File: src/rtl/ysyx_22050710_ex_ctrl.sv
// EX-stage sequencer: passes single-cycle ops through, parks multi-cycle ops on the
// shared iterative MDU, and latches sticky halt flags for ebreak / invalid / MDU timeout.
module ysyx_22050710_ex_ctrl #(
  parameter int unsigned MDU_TIMEOUT = 127,
  parameter int unsigned CNT_WD      = 7
) (
  input  logic i_clk,
  input  logic i_rst,
  input  logic i_id_valid,
  output logic o_id_ready,
  input  logic i_is_mdu,
  input  logic i_ebreak_sel,
  input  logic i_invalid_inst_sel,
  input  logic i_flush,
  output logic o_mdu_start,
  input  logic i_mdu_done,
  output logic o_mdu_flush,
  output logic o_ex_valid,
  input  logic i_mem_ready,
  output logic o_result_sel,
  output logic o_halt_end,
  output logic o_halt_abort
);

  localparam logic [1:0] S_IDLE = 2'd0;
  localparam logic [1:0] S_MDU  = 2'd1;
  localparam logic [1:0] S_OUT  = 2'd2;
  localparam logic [1:0] S_HALT = 2'd3;

  localparam logic [CNT_WD-1:0] CNT_LAST = CNT_WD'(MDU_TIMEOUT - 1);
  localparam logic [CNT_WD-1:0] CNT_MAX  = {CNT_WD{1'b1}};

  logic [1:0]        state_q, state_d;
  logic [CNT_WD-1:0] cnt_q, cnt_d;
  logic              mdu_start_q, mdu_start_d;
  logic              mdu_flush_q, mdu_flush_d;
  logic              ex_valid_q, ex_valid_d;
  logic              result_sel_q, result_sel_d;
  logic              halt_end_q, halt_end_d;
  logic              halt_abort_q, halt_abort_d;
  logic              id_ready_c;
  logic              accept_c;

  // Ready only when the stage is empty or its held result drains this cycle.
  assign id_ready_c = !i_flush && ((state_q == S_IDLE) || ((state_q == S_OUT) && i_mem_ready));
  assign accept_c   = i_id_valid && id_ready_c;

  always_ff @(posedge i_clk or posedge i_rst) begin
    if (i_rst) begin
      state_q      <= S_IDLE;
      cnt_q        <= '0;
      mdu_start_q  <= 1'b0;
      mdu_flush_q  <= 1'b0;
      ex_valid_q   <= 1'b0;
      result_sel_q <= 1'b0;
      halt_end_q   <= 1'b0;
      halt_abort_q <= 1'b0;
    end else begin
      state_q      <= state_d;
      cnt_q        <= cnt_d;
      mdu_start_q  <= mdu_start_d;
      mdu_flush_q  <= mdu_flush_d;
      ex_valid_q   <= ex_valid_d;
      result_sel_q <= result_sel_d;
      halt_end_q   <= halt_end_d;
      halt_abort_q <= halt_abort_d;
    end
  end

  always_comb begin
    state_d      = state_q;
    cnt_d        = cnt_q;
    mdu_start_d  = 1'b0;
    mdu_flush_d  = 1'b0;
    result_sel_d = result_sel_q;
    halt_end_d   = halt_end_q;
    halt_abort_d = halt_abort_q;

    case (state_q)
      S_HALT: begin
        state_d = S_HALT;
      end

      // Waiting on the MDU: flush beats done, done beats timeout.
      S_MDU: begin
        cnt_d = (cnt_q == CNT_MAX) ? cnt_q : cnt_q + CNT_WD'(1);
        if (i_flush) begin
          state_d     = S_IDLE;
          mdu_flush_d = 1'b1;
        end else if (i_mdu_done) begin
          state_d      = S_OUT;
          result_sel_d = 1'b1;
        end else if (cnt_q == CNT_LAST) begin
          state_d      = S_HALT;
          halt_abort_d = 1'b1;
          mdu_flush_d  = 1'b1;
        end
      end

      default: begin
        if (i_flush) begin
          state_d = S_IDLE;
        end else if (accept_c) begin
          if (i_invalid_inst_sel) begin
            state_d      = S_HALT;
            halt_abort_d = 1'b1;
          end else if (i_ebreak_sel) begin
            state_d    = S_HALT;
            halt_end_d = 1'b1;
          end else if (i_is_mdu) begin
            state_d     = S_MDU;
            cnt_d       = '0;
            mdu_start_d = 1'b1;
          end else begin
            state_d      = S_OUT;
            result_sel_d = 1'b0;
          end
        end else if ((state_q == S_OUT) && i_mem_ready) begin
          state_d = S_IDLE;
        end
      end
    endcase

    ex_valid_d = (state_d == S_OUT);
  end

  assign o_id_ready   = id_ready_c;
  assign o_mdu_start  = mdu_start_q;
  assign o_mdu_flush  = mdu_flush_q;
  assign o_ex_valid   = ex_valid_q;
  assign o_result_sel = result_sel_q;
  assign o_halt_end   = halt_end_q;
  assign o_halt_abort = halt_abort_q;

endmodule
File: config.mk
export PLATFORM = sky130hd
export DESIGN_NAME = ysyx_22050710_ex_ctrl
export DESIGN_NICKNAME = d
export VERILOG_FILES = /design/src/rtl/ysyx_22050710_ex_ctrl.sv
export SDC_FILE = /design/constraint.sdc
export NUM_CORES = 1
export LEC_CHECK = 0
export CELL_PAD_IN_SITES_DETAIL_PLACEMENT = 2
export CELL_PAD_IN_SITES_GLOBAL_PLACEMENT = 2
export CORE_MARGIN = 3
export CORE_UTILIZATION = 30
export DETAILED_ROUTE_END_ITERATION = 12
export PLACE_DENSITY_LB_ADDON = 0.25
export SLEW_MARGIN = 30
export SYNTH_ARGS = -nofsm -noshare
export SYNTH_HDL_FRONTEND = slang
export SYNTH_SLANG_ARGS = --single-unit
File: constraint.sdc
create_clock -name i_clk -period 2.1 [get_ports i_clk]
set_clock_uncertainty 0.1 [all_clocks]
set_input_delay 0.42 -clock i_clk [delete_from_list [all_inputs] [get_ports i_clk]]
set_output_delay 0.42 -clock i_clk [all_outputs]
set_load 0.005 [all_outputs]
==> metrics.txt, run 1 <==
H-tree depth 1; P&R area growth vs syn 34.25%; Die W 56.81 um; Post-CTS Setup Bufs 0; net total in the final layout 112; GRT Overall Usage 0.1466; Flop pwr share 0.490; clk root buf clkbuf_4; top_reg_cell synth dfrtp_1; Routed WL 2.049 mm; ANT cells 0; layout cells sized above 1 0.2100; CTS resizes 1; launch point of the critical path i_ebreak_sel; Rows 17; Ys Warns 0; die area 0.003227 mm^2; core box area 0.002318 mm^2; Max VDD drop 0.5516 mV; most common cell after layout, fill and taps aside dfrtp_1; CP startpoint kind primary input; # IOs 16; Sw Ratio 0.3477; Slowest cell on crit path or4b_4; # setup viols final 0; wire length per cell 16.01 um; Post-synth EDFFs 0; Final Cycle Share 0.8963; Slew Limit Headroom 0.6115; Reg area 375.4 um^2; Avg Vias per Cell 5.219; first-pass GRT wire length 3.574 mm; initial antenna violation count 0; final cell count without fillers 128; crit-path cells clkdlybuf4s50_1, nor3b_2, or4b_4, and2_4, a22o_1; clock share of power 0.159; Pleak 0.4577 nW; average size of a mapped cell 10.47 um^2; Final Instance Area 0.001040 mm^2; First DRT Iteration DRCs 13; Hold Violations, Final 0; critical path arrival 1.95 ns; Max Slew Vio Count 0; Vias 668; mapped cell area 774.5 um^2; CTS Sinks 15; Worst-Margin Slew 0.5820 ns; Setup Crit Path Kind in -> reg; GR Overflow Total 0; Crit path max-delay family simple AND/OR/NAND/NOR gates; CP Buf/Inv Count 1; Int Pwr 0.6696 mW; register bit total from synthesis 15; post-route antenna net violation count 0; crit-path max cell delay 0.50 ns; Hold Path Origin o_halt_end; synth unique cells 35; post-detail-place hpwl 1.656 mm; CTS tree yes; post-synthesis cell count 74; min-delay worst type reg -> reg; Comb power frac 0.351; Filler Cells Inserted 245; Num CTS Buffers 3; largest net degree at the start of global routing 16; Max FO, Critical Path 3; commonest non-fill, non-tap cells in the layout dfrtp_1, clkdlybuf4s50_1, buf_4, nand2_1, inv_1; Worst Path Required 2.17 ns; max_cap viols 0; sequential area share after synthesis 0.4847; die height 56.81 um; hold_buf cts 0; vias in the first global route 737; pwr dens 987.2 mW/mm^2; clock-pin slew on the worst setup and hold paths 0.08 ns; Max Buffers Root-to-Sink 2; DR pass1 iterations 4; initial core utilization 0.3341; placed cell area 0.001015 mm^2; CP Capture Type flip-flop; Multi-input gate area 371.6 um^2; DRC violations left 0; syn nets 85; port buffer count 15; NetSw 0.3569 mW; clk_lat worst skew 0.28 ns; Highest Clock Rate 0.5313 GHz; status completed; gp weighted congestion 0.7757; Tmin final 1.882 ns; total power 1.026 mW; RSZ-0062 raised after global routing false; asr flop ratio synth 1.000; reg-to-reg startpoint state_q[1]; placed insts 124
[cell usage after synthesis, types with 2 or more instances]
master,instances,share of area
o41ai_1,2,0.023
nor2_1,4,0.019
dfrtp_1,15,0.48
inv_1,6,0.029
ha_1,2,0.032
nand2_1,6,0.029
or3_1,2,0.016
nor3_1,4,0.026
nand3_1,4,0.026
o21ai_0,2,0.013
a22o_1,3,0.034
[final timing paths]
path | slack (ns) | depth (start not counted) | end
max in group asynchronous | 1.13 | 2 | o_halt_end
min in group asynchronous | 0.39 | 2 | state_q[0]
min | 0.38 | 1 | o_halt_end
max | 0.22 | 5 | cnt_q[3]
min reg2reg | 0.38 | 1 | o_halt_end
max reg2reg | 0.36 | 4 | cnt_q[3]
[flip-flops by register name, indices dropped and copies added, names as in the netlist]
name,count
state_q,2
o_halt_abort,1
o_halt_end,1
o_mdu_start,1
o_result_sel,1
o_ex_valid,1
cnt_q,7
o_mdu_flush,1
[power groups by stage]
| stage | logic (mW) | registers (mW) | clock network, mW |
|---|---|---|---|
| final | 0.360 | 0.503 | 0.163 |
| after global routing | 0.408 | 0.522 | 0.194 |
| after CTS | 0.368 | 0.501 | 0.176 |
| after detailed placement | 0.369 | 0.506 | 0 |
| after global placement | 0.355 | 0.503 | 0 |
| after floorplan | 0.236 | 0.466 | 0 |
[metrics by stage]
stage | TNS [ns] | util | worst slack, ns | hold slack (ns)
2_1_floorplan | 0 | - | 0.4329 | 0.2215
3_3_place_gp | -0.1585 | 0.4377 | -0.05628 | 0.3515
3_5_place_dp | -0.2518 | 0.4377 | -0.08466 | 0.3707
4_1_cts | 0 | 0.4485 | 0.2073 | 0.3903
5_1_grt | 0 | 0.4485 | 0.1493 | 0.4199
6_report | 0 | 0.4485 | 0.2177 | 0.3780
[routing by layer]
layer  GRT usage  vias up  wire length (um)
met1      0.1986      324               995
met3     0.05057        2                95
met5           0        -                 0
li1            -      321                 -
met2      0.2162       21               942
met4     0.04967        0                15
[worst register-to-register path, cell delays in order (launching register included)]
cell and delay, ns:
dfrtp_1 0.44, nor2b_4 0.16, or4b_4 0.53, and2_4 0.16, a22o_1 0.23
[cells by family (layout without fill, tap and decap cells)]
| group | after synthesis | in the layout | synth area share |
|---|---|---|---|
| multiplexers | 1 | 1 | 0.01292 |
| buffers and inverters | 7 | 33 | 0.03553 |
| adder cells (fa/ha/maj) | 2 | 2 | 0.03231 |
| flip-flops | 15 | 15 | 0.4847 |
| XOR/XNOR | 1 | 1 | 0.01131 |
| AO/OA/AOI/OAI | 17 | 17 | 0.1729 |
| AND/OR/NAND/NOR | 31 | 31 | 0.2504 |
[final cells by class]
type / instances / area share
sequential: 15 / 0.3610
multi-input combinational: 52 / 0.3574
timing repair buffer: 23 / 0.2010
tap: 28 / 0.03369
clock buffer: 4 / 0.02527
inverter: 6 / 0.02166
(Power assumes the default switching activity.)
==> inputs of run 2 (changes only) <==
--- a/config.mk
+++ b/config.mk
@@ -9,7 +9,9 @@
 export CELL_PAD_IN_SITES_GLOBAL_PLACEMENT = 2
 export CORE_MARGIN = 3
 export CORE_UTILIZATION = 30
+export CTS_CLUSTER_SIZE = 24
 export DETAILED_ROUTE_END_ITERATION = 12
+export MAX_ROUTING_LAYER = met4
 export PLACE_DENSITY_LB_ADDON = 0.25
 export SLEW_MARGIN = 30
 export SYNTH_ARGS = -nofsm -noshare
==> run 2 against run 1 <==
Via count shrank 1.8%. Cell count unchanged. Non-clock buffer count stayed put. Routed wire length fell by 1.3%. Critical path depth stayed put. Largest cell class unchanged. Highest routed layer unchanged.
==> metrics.txt, run 2 (same netlist as run 1, synthesis figures left out) <==
max_cap viols 0; clock share of power 0.160; Worst R2R Setup Slack 0.36 ns; status completed; Slowest cell on crit path or4b_4; CP Capture Type flip-flop; Avg Vias per Cell 5.125; Tmin final 1.882 ns; Max FO, Critical Path 3; launch point of the critical path i_ebreak_sel; crit-path cells clkdlybuf4s50_1, nor3b_2, or4b_4, and2_4, a22o_1; pwr dens 986.7 mW/mm^2; Worst-Margin Slew 0.5680 ns; First DRT Iteration DRCs 12; most common cell after layout, fill and taps aside dfrtp_1; GR Layer Usage met3 0.05057; die area 0.003227 mm^2; Highest Clock Rate 0.5315 GHz; net total in the final layout 112; hold_buf cts 0; first-pass GRT wire length 3.581 mm; Multi-input gate area 371.6 um^2; Flop pwr share 0.489; CP Buf/Inv Count 1; critical path arrival 1.95 ns; biggest regs cnt_q (7), state_q (2); Comb power frac 0.350; P&R area growth vs syn 34.25%; final hold slack 0.3776 ns; crit-path max cell delay 0.50 ns; Worst Path Required 2.17 ns; gp weighted congestion 0.7863; reg-to-reg startpoint state_q[1]; CTS tree yes; H-tree depth 1; port buffer count 15; wire length per cell 15.80 um; Num CTS Buffers 3; DRC violations left 0; CP startpoint kind primary input; Sw Ratio 0.3473; Max Slew Vio Count 0; Largest register FFs 7; Reg with most FFs cnt_q; RSZ-0062 raised after global routing false; DR pass1 iterations 4; Int Pwr 0.6697 mW; RR Endpoint cnt_q[3]; Vias 656; Final Cycle Share 0.8960; vias in the first global route 741; Setup Crit Path Kind in -> reg; Pleak 0.4577 nW; core box area 0.002318 mm^2; met2 usage 0.2178; Die W 56.81 um; ANT cells 0; Rows 17; Routed WL 2.023 mm; # setup viols final 0; clock-pin slew on the worst setup and hold paths 0.09 ns; die height 56.81 um; min-delay worst type in -> async; Slew Limit Headroom 0.6209; # IOs 16; FF-to-FF path depth 4; post-route antenna net violation count 0; post-detail-place hpwl 1.656 mm; CTS Sinks 15; Max VDD drop 0.5526 mV; Worst path depth 5; initial core utilization 0.3341; clk_lat worst skew 0.29 ns; Max Buffers Root-to-Sink 2; clk root buf clkbuf_4; Reg area 375.4 um^2; busiest layer in global routing met2; layout cells sized above 1 0.2100; setup_tns 0 ns; GRT met1 Usage 0.1972; GR Overflow Total 0; Filler Cells Inserted 245; NetSw 0.3563 mW; largest net degree at the start of global routing 16; initial antenna violation count 0; GRT Overall Usage 0.1506; commonest non-fill, non-tap cells in the layout dfrtp_1, clkdlybuf4s50_1, buf_4, nand2_1, inv_1; Hold Violations, Final 0; Crit path max-delay family simple AND/OR/NAND/NOR gates
run 2: cell counts in the layout (fill, tap and decap cells not counted):
Identical to the previous run, type by type.
run 2: what timing repair did:
action	CTS	global route
endpoints found under the hold margin	0	0
gates resized for setup	1	0
endpoints found under the setup margin	1	0
setup buffers	0	0
run 2: routing by layer:
| metal | vias up | part of all wire |
|---|---|---|
| met1 | 319 | 0.49 |
| met2 | 14 | 0.46 |
| met5 | - | 0 |
| met4 | 0 | 0.0074 |
| met3 | 2 | 0.040 |
| li1 | 321 | - |
run 2: worst max-delay path by stage:
| stage | endpoint | slack [ns] |
|---|---|---|
| 2_1_floorplan | cnt_q[3] | 0.43 |
| 3_3_place_gp | o_id_ready | -0.06 |
| 3_5_place_dp | cnt_q[3] | -0.08 |
| 4_1_cts | o_id_ready | 0.21 |
| 5_1_grt | cnt_q[3] | 0.15 |
| 6_report | cnt_q[3] | 0.22 |
run 2: area by class of cell:
type / count / share of cell area
Clock buffer: 4 / 0.02527
Tap cell: 28 / 0.03369
Timing Repair Buffer: 23 / 0.2010
Inverter: 6 / 0.02166
Multi-Input combinational cell: 52 / 0.3574
Sequential cell: 15 / 0.3610
run 2: through the flow:
step	instance area (um^2)	cells	setup WS, ns	power (mW)	util
after global routing	1040	128	0.1493	1.124	0.4485
after global placement	1015	124	-0.05628	0.8576	0.4377
after detailed placement	1015	124	-0.08466	0.8754	0.4377
after CTS	1040	128	0.2073	1.045	0.4485
final	1040	128	0.2185	1.026	0.4485
after floorplan	774.5	74	0.4329	0.7018	-
run 2: power groups by stage:
stage | sequential (mW) | combinational, mW | clock [mW]
floorplan | 0.466 | 0.236 | 0
global placement | 0.503 | 0.355 | 0
detailed placement | 0.506 | 0.369 | 0
CTS | 0.501 | 0.368 | 0.176
global route | 0.522 | 0.408 | 0.194
finish | 0.502 | 0.360 | 0.164
